$ cat config.mk
export PLATFORM = sky130hd
export DESIGN_NAME = pattern_stream_tx
export DESIGN_NICKNAME = d
export VERILOG_FILES = /design/src/rtl/pattern_stream_tx.sv
export SDC_FILE = /design/constraint.sdc
export NUM_CORES = 1
export LEC_CHECK = 0
export CAP_MARGIN = 40
export CORE_ASPECT_RATIO = 0.8
export CORE_UTILIZATION = 60
export DETAILED_ROUTE_END_ITERATION = 16
export DONT_BUFFER_PORTS = 1
export GPL_TIMING_DRIVEN = 0
export MAX_ROUTING_LAYER = met4
export PLACE_DENSITY_LB_ADDON = 0.08
export SLEW_MARGIN = 15
export SYNTH_ARGS = -nofsm -noshare
export SYNTH_HDL_FRONTEND = slang
export SYNTH_SLANG_ARGS = --single-unit
$ cat constraint.sdc
create_clock -name clock -period 1.75 [get_ports clock]
set_input_delay 0.4375 -clock clock [delete_from_list [all_inputs] [get_ports clock]]
set_output_delay 0.4375 -clock clock [all_outputs]
set_load 0.02 [all_outputs]
$ cat src/rtl/pattern_stream_tx.sv
// Serial transmitter: parallel words in over valid/ready, shifted out LSB
// first with a bit_valid strobe, optional idle gap and a wrapping word count.
module pattern_stream_tx #(
  parameter int   WIDTH      = 10,
  parameter int   GAP_CYCLES = 0,
  parameter logic IDLE_BIT   = 1'b0
) (
  input  logic             clock,
  input  logic             reset,
  input  logic [WIDTH-1:0] word_in,
  input  logic             word_valid,
  output logic             word_ready,
  input  logic             abort,
  output logic             bit_out,
  output logic             bit_valid,
  output logic             busy,
  output logic [7:0]       words_sent
);

  localparam int             IW       = $clog2(WIDTH);
  localparam logic [IW-1:0]  LAST     = IW'(WIDTH - 1);
  localparam logic [7:0]     GAP_INIT = 8'(GAP_CYCLES - 1);
  localparam bit             HAS_GAP  = (GAP_CYCLES > 0);

  typedef enum logic [1:0] {
    S_IDLE,
    S_SHIFT,
    S_GAP
  } state_t;

  state_t           state_q, state_d;
  logic [WIDTH-1:0] shift_q, shift_d;
  logic [IW-1:0]    idx_q, idx_d;
  logic [7:0]       gap_q, gap_d;
  logic             bit_out_q, bit_out_d;
  logic             bit_valid_q, bit_valid_d;
  logic [7:0]       words_q, words_d;
  logic             last_bit;
  logic             xfer;

  assign last_bit   = (state_q == S_SHIFT) && (idx_q == LAST);
  assign word_ready = !abort &&
                      ((state_q == S_IDLE) || (last_bit && !HAS_GAP));
  assign xfer       = word_valid && word_ready;

  assign bit_out    = bit_out_q;
  assign bit_valid  = bit_valid_q;
  assign busy       = (state_q != S_IDLE);
  assign words_sent = words_q;

  always_comb begin
    state_d     = state_q;
    shift_d     = shift_q;
    idx_d       = idx_q;
    gap_d       = gap_q;
    bit_out_d   = IDLE_BIT;
    bit_valid_d = 1'b0;
    words_d     = words_q;

    unique case (state_q)
      S_IDLE: begin
        if (xfer) begin
          state_d     = S_SHIFT;
          shift_d     = word_in >> 1;
          idx_d       = '0;
          bit_out_d   = word_in[0];
          bit_valid_d = 1'b1;
        end
      end
      S_SHIFT: begin
        if (idx_q == LAST) begin
          words_d = words_q + 8'd1;
          if (HAS_GAP) begin
            state_d = S_GAP;
            gap_d   = GAP_INIT;
          end else if (xfer) begin
            shift_d     = word_in >> 1;
            idx_d       = '0;
            bit_out_d   = word_in[0];
            bit_valid_d = 1'b1;
          end else begin
            state_d = S_IDLE;
          end
        end else begin
          idx_d       = idx_q + 1'b1;
          shift_d     = shift_q >> 1;
          bit_out_d   = shift_q[0];
          bit_valid_d = 1'b1;
        end
      end
      S_GAP: begin
        if (gap_q == 8'd0) state_d = S_IDLE;
        else               gap_d   = gap_q - 8'd1;
      end
      default: state_d = S_IDLE;
    endcase

    // abort drops the word in flight; a coinciding last bit is not counted
    if (abort) begin
      state_d     = S_IDLE;
      bit_out_d   = IDLE_BIT;
      bit_valid_d = 1'b0;
      words_d     = words_q;
    end
  end

  always_ff @(posedge clock or posedge reset) begin
    if (reset) begin
      state_q     <= S_IDLE;
      shift_q     <= '0;
      idx_q       <= '0;
      gap_q       <= '0;
      bit_out_q   <= IDLE_BIT;
      bit_valid_q <= 1'b0;
      words_q     <= '0;
    end else begin
      state_q     <= state_d;
      shift_q     <= shift_d;
      idx_q       <= idx_d;
      gap_q       <= gap_d;
      bit_out_q   <= bit_out_d;
      bit_valid_q <= bit_valid_d;
      words_q     <= words_d;
    end
  end

endmodule

==> reports/results.ini <==
[outcome]
status = complete, but fails checks
violations = setup timing

[run]
drv_cap = 0

[yosys]
synth-simple-area-share_pct = 18.04
postSynthAreaPerCell_um2 = 10.91
synth_top_area_share_pct = 52.14
synth_top_cell_by_area = dfrtp_1
synthMuxAreaShare_pct = 10.22
mappedNetlistNets = 127
synth_fa_ha_area_share_pct = 3.128
synth_top_family_by_area = simple AND/OR/NAND/NOR gates
yosys_warnings = 0
synth_area_um2 = 1200
yosysSeqAreaShare_pct = 52.14
synthTopCellsByArea = dfrtp_1 (52%), mux2i_1 (8.3%), nand3_1 (5.0%), xor2_1 (3.6%), ha_1 (3.1%)
synth_cell_types = 29
netlist_instances = 110
synth-compound-area-share_pct = 7.821
ys_ff_latch = 25
synth_xor_area_share_pct = 5.839

[sta]
slew_headroom_pct = 71.68
worstMarginPinSlew_ns = 0.4243
fmax_ghz = 0.5562
grt_setup_unrepaired = yes
hold_violations = 0
drv_slew = 0
fin_crit_sh_pct = 102.7
setup_violations = 1
min_period_ns = 1.798
hold_slack_ns = 0.1760
setup_ws_ns = -0.04802
skew_ns = 0.02517

[critical_path]
r2r_end = words_sent[1]
ff2ff_path_depth = 6
worstPathRequired_ns = 1.31
cpMaxStageDelayCell = dfrtp_1
worstReg2RegStart = idx_q[1]
path_cells = inv_2 -> ha_4 -> nand3b_4 -> and2_4 -> nor2_4
cp_max_fo = 2
cp_num_buf_inv = 1
critical_path.top_delay_family = flip-flops
worstPathArrival_ns = 1.36
cp-end-kind = output port
start_kind = flop
path_class = flop to output port
max_stage_delay_ns = 0.42
reg2reg_slack_ns = 0.21

[power_and_ir_drop]
peakVddDrop_v = 0.0008496
powerDensity_nw_per_um2 = 1091
total_power_mw = 1.474
p_leak_nw = 0.6811

[drt]
drt-total-wl_mm = 2.460
via_per_inst = 5.931
drtAntennaViolNets = 0
drt_iter0_drc = 16
routedWlPerCell_um = 17.08
vias = 854
drt_drc_violations_left = 0
firstDrtPassIters = 4

[worst_hold_path]
hp-class = input port to flop
worstHoldStart = abort
holdPathStages = 1
hold_end = bit_out

[placement]
gp_congestion = 0.7239
port_buffers = 0
hpwl_mm = 1.654
placed_cells = 135
dp_slack_ns = -0.09115

[die]
die_w_um = 52.00
fp.dieH_um = 42
start_util_pct = 64.02
io_pins = 26
num_rows = 14
dieArea_um2 = 2184
core-area_um2 = 1874

[clocking]
cts_sinks = 25
cts-root-buf = clkbuf_4
cts-htree-levels = 1
clock_latency_ns = 0.33
cts_tree = yes
clk_pin_slew_ns = 0.15
clock_path_buffers = 2
cts_made_buffers = 3

[finish]
syn_to_final_growth_pct = 12.62
nFillCells = 139
final_common_cell = dfrtp_1
final_nets = 138
drive_above_1_share_pct = 17.50
multi_input_area_um2 = 563.0
antenna_cells = 0
final-seq-area_um2 = 626.9
final_cell_mix = dfrtp_1 (24), nand3_1 (12), mux2i_1 (10)
stdcell_count = 144

[grt]
grt_max_degree = 18
grt_pass1_vias = 905
overflow = 0
track_usage_pct = 27.55
antenna_found_initial = 0
grt_pass1_wl_mm = 4.174

-- final cells by class --
class	instances	area share (%)
repair buffers	7	5.556
inverters	2	0.5556
plain buffers	4	1.574
clock inverters	1	0.3704
flip-flops and latches	25	46.39
well taps	24	2.222
multi-input cells	78	41.67
clock buffers	3	1.667
-- metrics by stage --
stage / setup TNS (ns) / cell area, um^2 / util (%)
final: -0.04802 / 1351 / 72.10
after global routing: -0.1096 / 1351 / 72.10
after CTS: -0.05954 / 1344 / 71.70
after detailed placement: -0.09115 / 1265 / 67.49
after global placement: -0.09296 / 1237 / 66.02
after floorplan: 0 / 1207 / -
-- synth_stat cells, drive strengths merged --
cell type	instances
mux2i	10
a21o	1
nand2b	2
mux2	2
inv	2
and2	2
nor3	1
o211ai	1
o21ai	11
ha	3
nor2	4
nor4bb	1
and3b	2
nand2	7
a21boi	1
nand3b	1
and3	1
xnor2	3
xor2	5
buf	5
a31oi	1
nor4	2
nand4	3
a21oi	2
dfrtp	25
nand3	12
-- per-layer routing --
| layer | wire [um] | GRT usage, % |
|---|---|---|
| met2 | 1165 | 41.79 |
| met1 | 1175 | 36.41 |
| met4 | 31 | 8.108 |
| met3 | 87 | 7.246 |
| met5 | 0 | - |
-- report_power, final --
group	switching [mW]	leakage, nW	internal [mW]
Combinational	0.188	0.336	0.204
Sequential	0.133	0.328	0.688
Clock	0.175	0.0177	0.0854
Total	0.496	0.681	0.977
-- cells by family (layout without fill, tap and decap cells) --
kind of cell    Yosys count  in the layout
flops                    25             25
fa+ha+maj                 3              3
simple gates             38             38
xor+xnor                  8              8
buf+inv                   7             17
mux                      12             12
compound gates           17             17
-- how the worst max path moves through the flow --
stage          startpoint    endpoint  slack (ns)  cells after the start
4_1_cts          idx_q[1]  word_ready       -0.06                      5
5_1_grt          idx_q[1]  word_ready       -0.11                      5
2_1_floorplan    idx_q[1]  word_ready        0.04                      6
3_5_place_dp     idx_q[1]  word_ready       -0.09                      6
3_3_place_gp     idx_q[1]  word_ready       -0.09                      6
6_report         idx_q[1]  word_ready       -0.05                      5
-- repair_timing --
action	4_1_cts	5_1_grt
pin swaps	1	1
endpoints found under the setup margin	1	1
gates resized for setup	5	0
endpoints found under the hold margin	8	0
buffers inserted	4	1
hold buffers	1	0
-- state kept, by name, indices dropped and copies added, names as in the netlist --
| name | cells |
|---|---|
| shift_q | 10 |
| words_sent | 8 |
| idx_q | 4 |
| bit_out | 1 |
| bit_valid | 1 |
| state_q | 1 |
Note: power is estimated with default switching activity, not from simulation.
==> RTL edit (same settings) <==
Take the reset off `words_q` and load it in a clocked block of its own.
--- a/src/rtl/pattern_stream_tx.sv
+++ b/src/rtl/pattern_stream_tx.sv
@@ -113,5 +113,4 @@
       bit_out_q   <= IDLE_BIT;
       bit_valid_q <= 1'b0;
-      words_q     <= '0;
     end else begin
       state_q     <= state_d;
@@ -121,6 +120,9 @@
       bit_out_q   <= bit_out_d;
       bit_valid_q <= bit_valid_d;
-      words_q     <= words_d;
     end
+  end
+
+  always_ff @(posedge clock) begin
+    words_q <= words_d;
   end
 
Check against the original RTL: no difference found for any inputs over 10 cycles, from zero or initial values and one cycle with reset high; that may be too few to reach the edited logic, so the function may still have changed.
==> RTL edit against the original RTL <==
The run still ends with setup timing left; design area fell by 1.2%; global-route usage fell by 5.6 points; total power rose by 3.7%; setup slack got worse by 0.087 ns; register-to-register slack got worse by 0.29 ns; synthesized area rose by 3.4%; first-iteration DRC count fell by 44%; wire length fell by 21%; sequential cell count did not move; largest cell class unchanged.
==> RTL edit: results (changes against the original RTL) <==
RUN STATUS
--------------------------------------------------------------------
Outcome ............................................... complete, but fails checks   unchanged
Violated checks ....................................... setup timing   unchanged

FINAL LAYOUT
--------------------------------------------------------------------
Ratio of cells with drive above 1 in the final layout .        0.330   was 0.175
Antenna diode count ...................................            0   unchanged
Filler Cells Inserted .................................          149   was 139

LOGIC SYNTHESIS
--------------------------------------------------------------------
Number of nets in the synthesized netlist .............          108   was 127
Number of enable flip-flop cells after synthesis ......            8   was 0
Fraction of registers with async set/reset ............        0.680   was 1.00
Leading post-synthesis cells by instance count ........ 17 x dfrtp_1, 10 x mux2_4, 8 x edfxtp_1, 8 x mux2_2   was 25 x dfrtp_1, 12 x nand3_1, 10 x mux2i_1
Dominant cells by area after synthesis ................ dfrtp_1 34%, edfxtp_1 19%, mux2_4 12%   was dfrtp_1 52%, mux2i_1 8.3%, nand3_1 5.0%
Number of distinct library cells after synthesis ......           24   was 29
Mean Syn Cell Area ....................................   13.6 sq um   was 10.9 sq um
Sequential area share after synthesis .................        0.536   was 0.521

POWER AND IR DROP
--------------------------------------------------------------------
Psw ...................................................       440 uW   was 496 uW
VDD IR max ............................................     0.857 mV   was 0.850 mV
Leakage power of the design ...........................     0.590 nW   was 0.681 nW

PLACED DESIGN
--------------------------------------------------------------------
Post-DP HPWL ..........................................      1380 um   was 1650 um
Post-Place Setup Slack ................................   -0.0161 ns   was -0.0912 ns
Number of placed instances, taps included .............          115   was 135

CRITICAL PATH
--------------------------------------------------------------------
Beginning of the worst register-to-register path ......     idx_q[1]   unchanged
Reg-to-reg slack, setup ...............................     -0.08 ns   was 0.21 ns
Worst-path maximum fanout .............................            5   was 2
Worst endpoint data arrival time ......................      1.45 ns   was 1.36 ns
Cell count of the worst reg-to-reg path ...............            4   was 6

STA
--------------------------------------------------------------------
Final clock skew ......................................    0.0123 ns   was 0.0252 ns
Tightest slew margin relative to the limit ............        0.560   was 0.717
Final setup viols .....................................           11   was 1
Final critical-path setup slack .......................    -0.135 ns   was -0.0480 ns

GLOBAL ROUTE
--------------------------------------------------------------------
Vias in the first global route ........................          755   was 905
Wire length of the first global-routing pass ..........      3330 um   was 4170 um
Global-route total usage across every layer ...........        0.219   was 0.276

DRT
--------------------------------------------------------------------
Post-DR vias/cell .....................................         5.89   was 5.93
Initial DRC Count .....................................            9   was 16
Average wire length per cell after detail routing .....      16.1 um   was 17.1 um

MIN PATH
--------------------------------------------------------------------
HP Class .............................................. input pin to asynchronous set/reset pin   was input pin to flip-flop

RTL edit: changes by cell type after synthesis, moves of 3 or more:
cell      delta
o21ai_1      -5
mux2_4      +10
nand3_1      -6
xor2_1       -3
dfrtp_1      -8
mux2i_1      -7
buf_2        -3
nand4_1      -3
o21ai_0      -4
edfxtp_1     +8
mux2_2       +6
RTL edit: routing by layer:
layer  GRT usage  share of wire  up-vias
li1            -              -      337
met1       0.289           0.45      349
met2       0.322           0.50       20
met3      0.0753          0.046        7
met4      0.0632          0.012        0
met5           -              0        -
RTL edit: area by class of cell:
class / count / area share
tap: 24 / 0.0225
clock buffer: 3 / 0.0169
multi-input combinational: 60 / 0.416
buffer: 3 / 0.0206
timing repair buffer: 2 / 0.0112
inverter: 3 / 0.00843
sequential: 25 / 0.499
clock inverter: 1 / 0.00562
RTL edit: cells by family (layout without fill, tap and decap cells):
family                     Yosys count  in the layout  synth area share
adders and majority gates            3              3            0.0302
muxes                               21             21             0.218
xor gates and xnor gates             7              7            0.0494
DFF                                 25             25             0.536
AOI/OAI and AO/OA                    6              6            0.0272
buffers and inverters                6             12            0.0312
and+or+nand+nor                     23             23             0.108
RTL edit: worst max-delay path, stage by stage (launching register included):
cell      delay, ns
dfrtp_1        0.41
inv_1          0.06
ha_2           0.17
nand3b_1       0.22
a21oi_4        0.26
RTL edit: power groups by stage:
| stage | logic, mW | clock network, mW | registers (mW) |
|---|---|---|---|
| final | 0.435 | 0.263 | 0.831 |
| after global routing | 0.492 | 0.299 | 0.848 |
| after CTS | 0.430 | 0.279 | 0.829 |
| after detailed placement | 0.378 | 0 | 0.854 |
| after global placement | 0.359 | 0 | 0.847 |
| after floorplan | 0.333 | 0 | 0.827 |
RTL edit: worst min-delay path by stage:
stage,start,to,slack [ns],depth (start not counted)
3_3_place_gp,reset,shift_q[1],0.44,1
6_report,reset,shift_q[5],0.05,1
4_1_cts,reset,bit_out,0.08,1
3_5_place_dp,reset,shift_q[4],0.45,1
5_1_grt,reset,shift_q[0],0.09,1
2_1_floorplan,reset,bit_out,0.36,1
RTL edit: through the flow:
step           utilization  instance area [sq um]  TNS, ns
4_1_cts              0.698                   1330   -0.730
6_report             0.699                   1340   -0.755
2_1_floorplan            -                   1250        0
3_5_place_dp         0.668                   1280   -0.127
3_3_place_gp         0.668                   1280  -0.0581
5_1_grt              0.699                   1340    -2.34
RTL edit: repair_timing:
item,CTS,global route
setup buffers,2,0
pin swaps,1,0
gates resized for setup,2,1
endpoints found under the setup margin,9,15
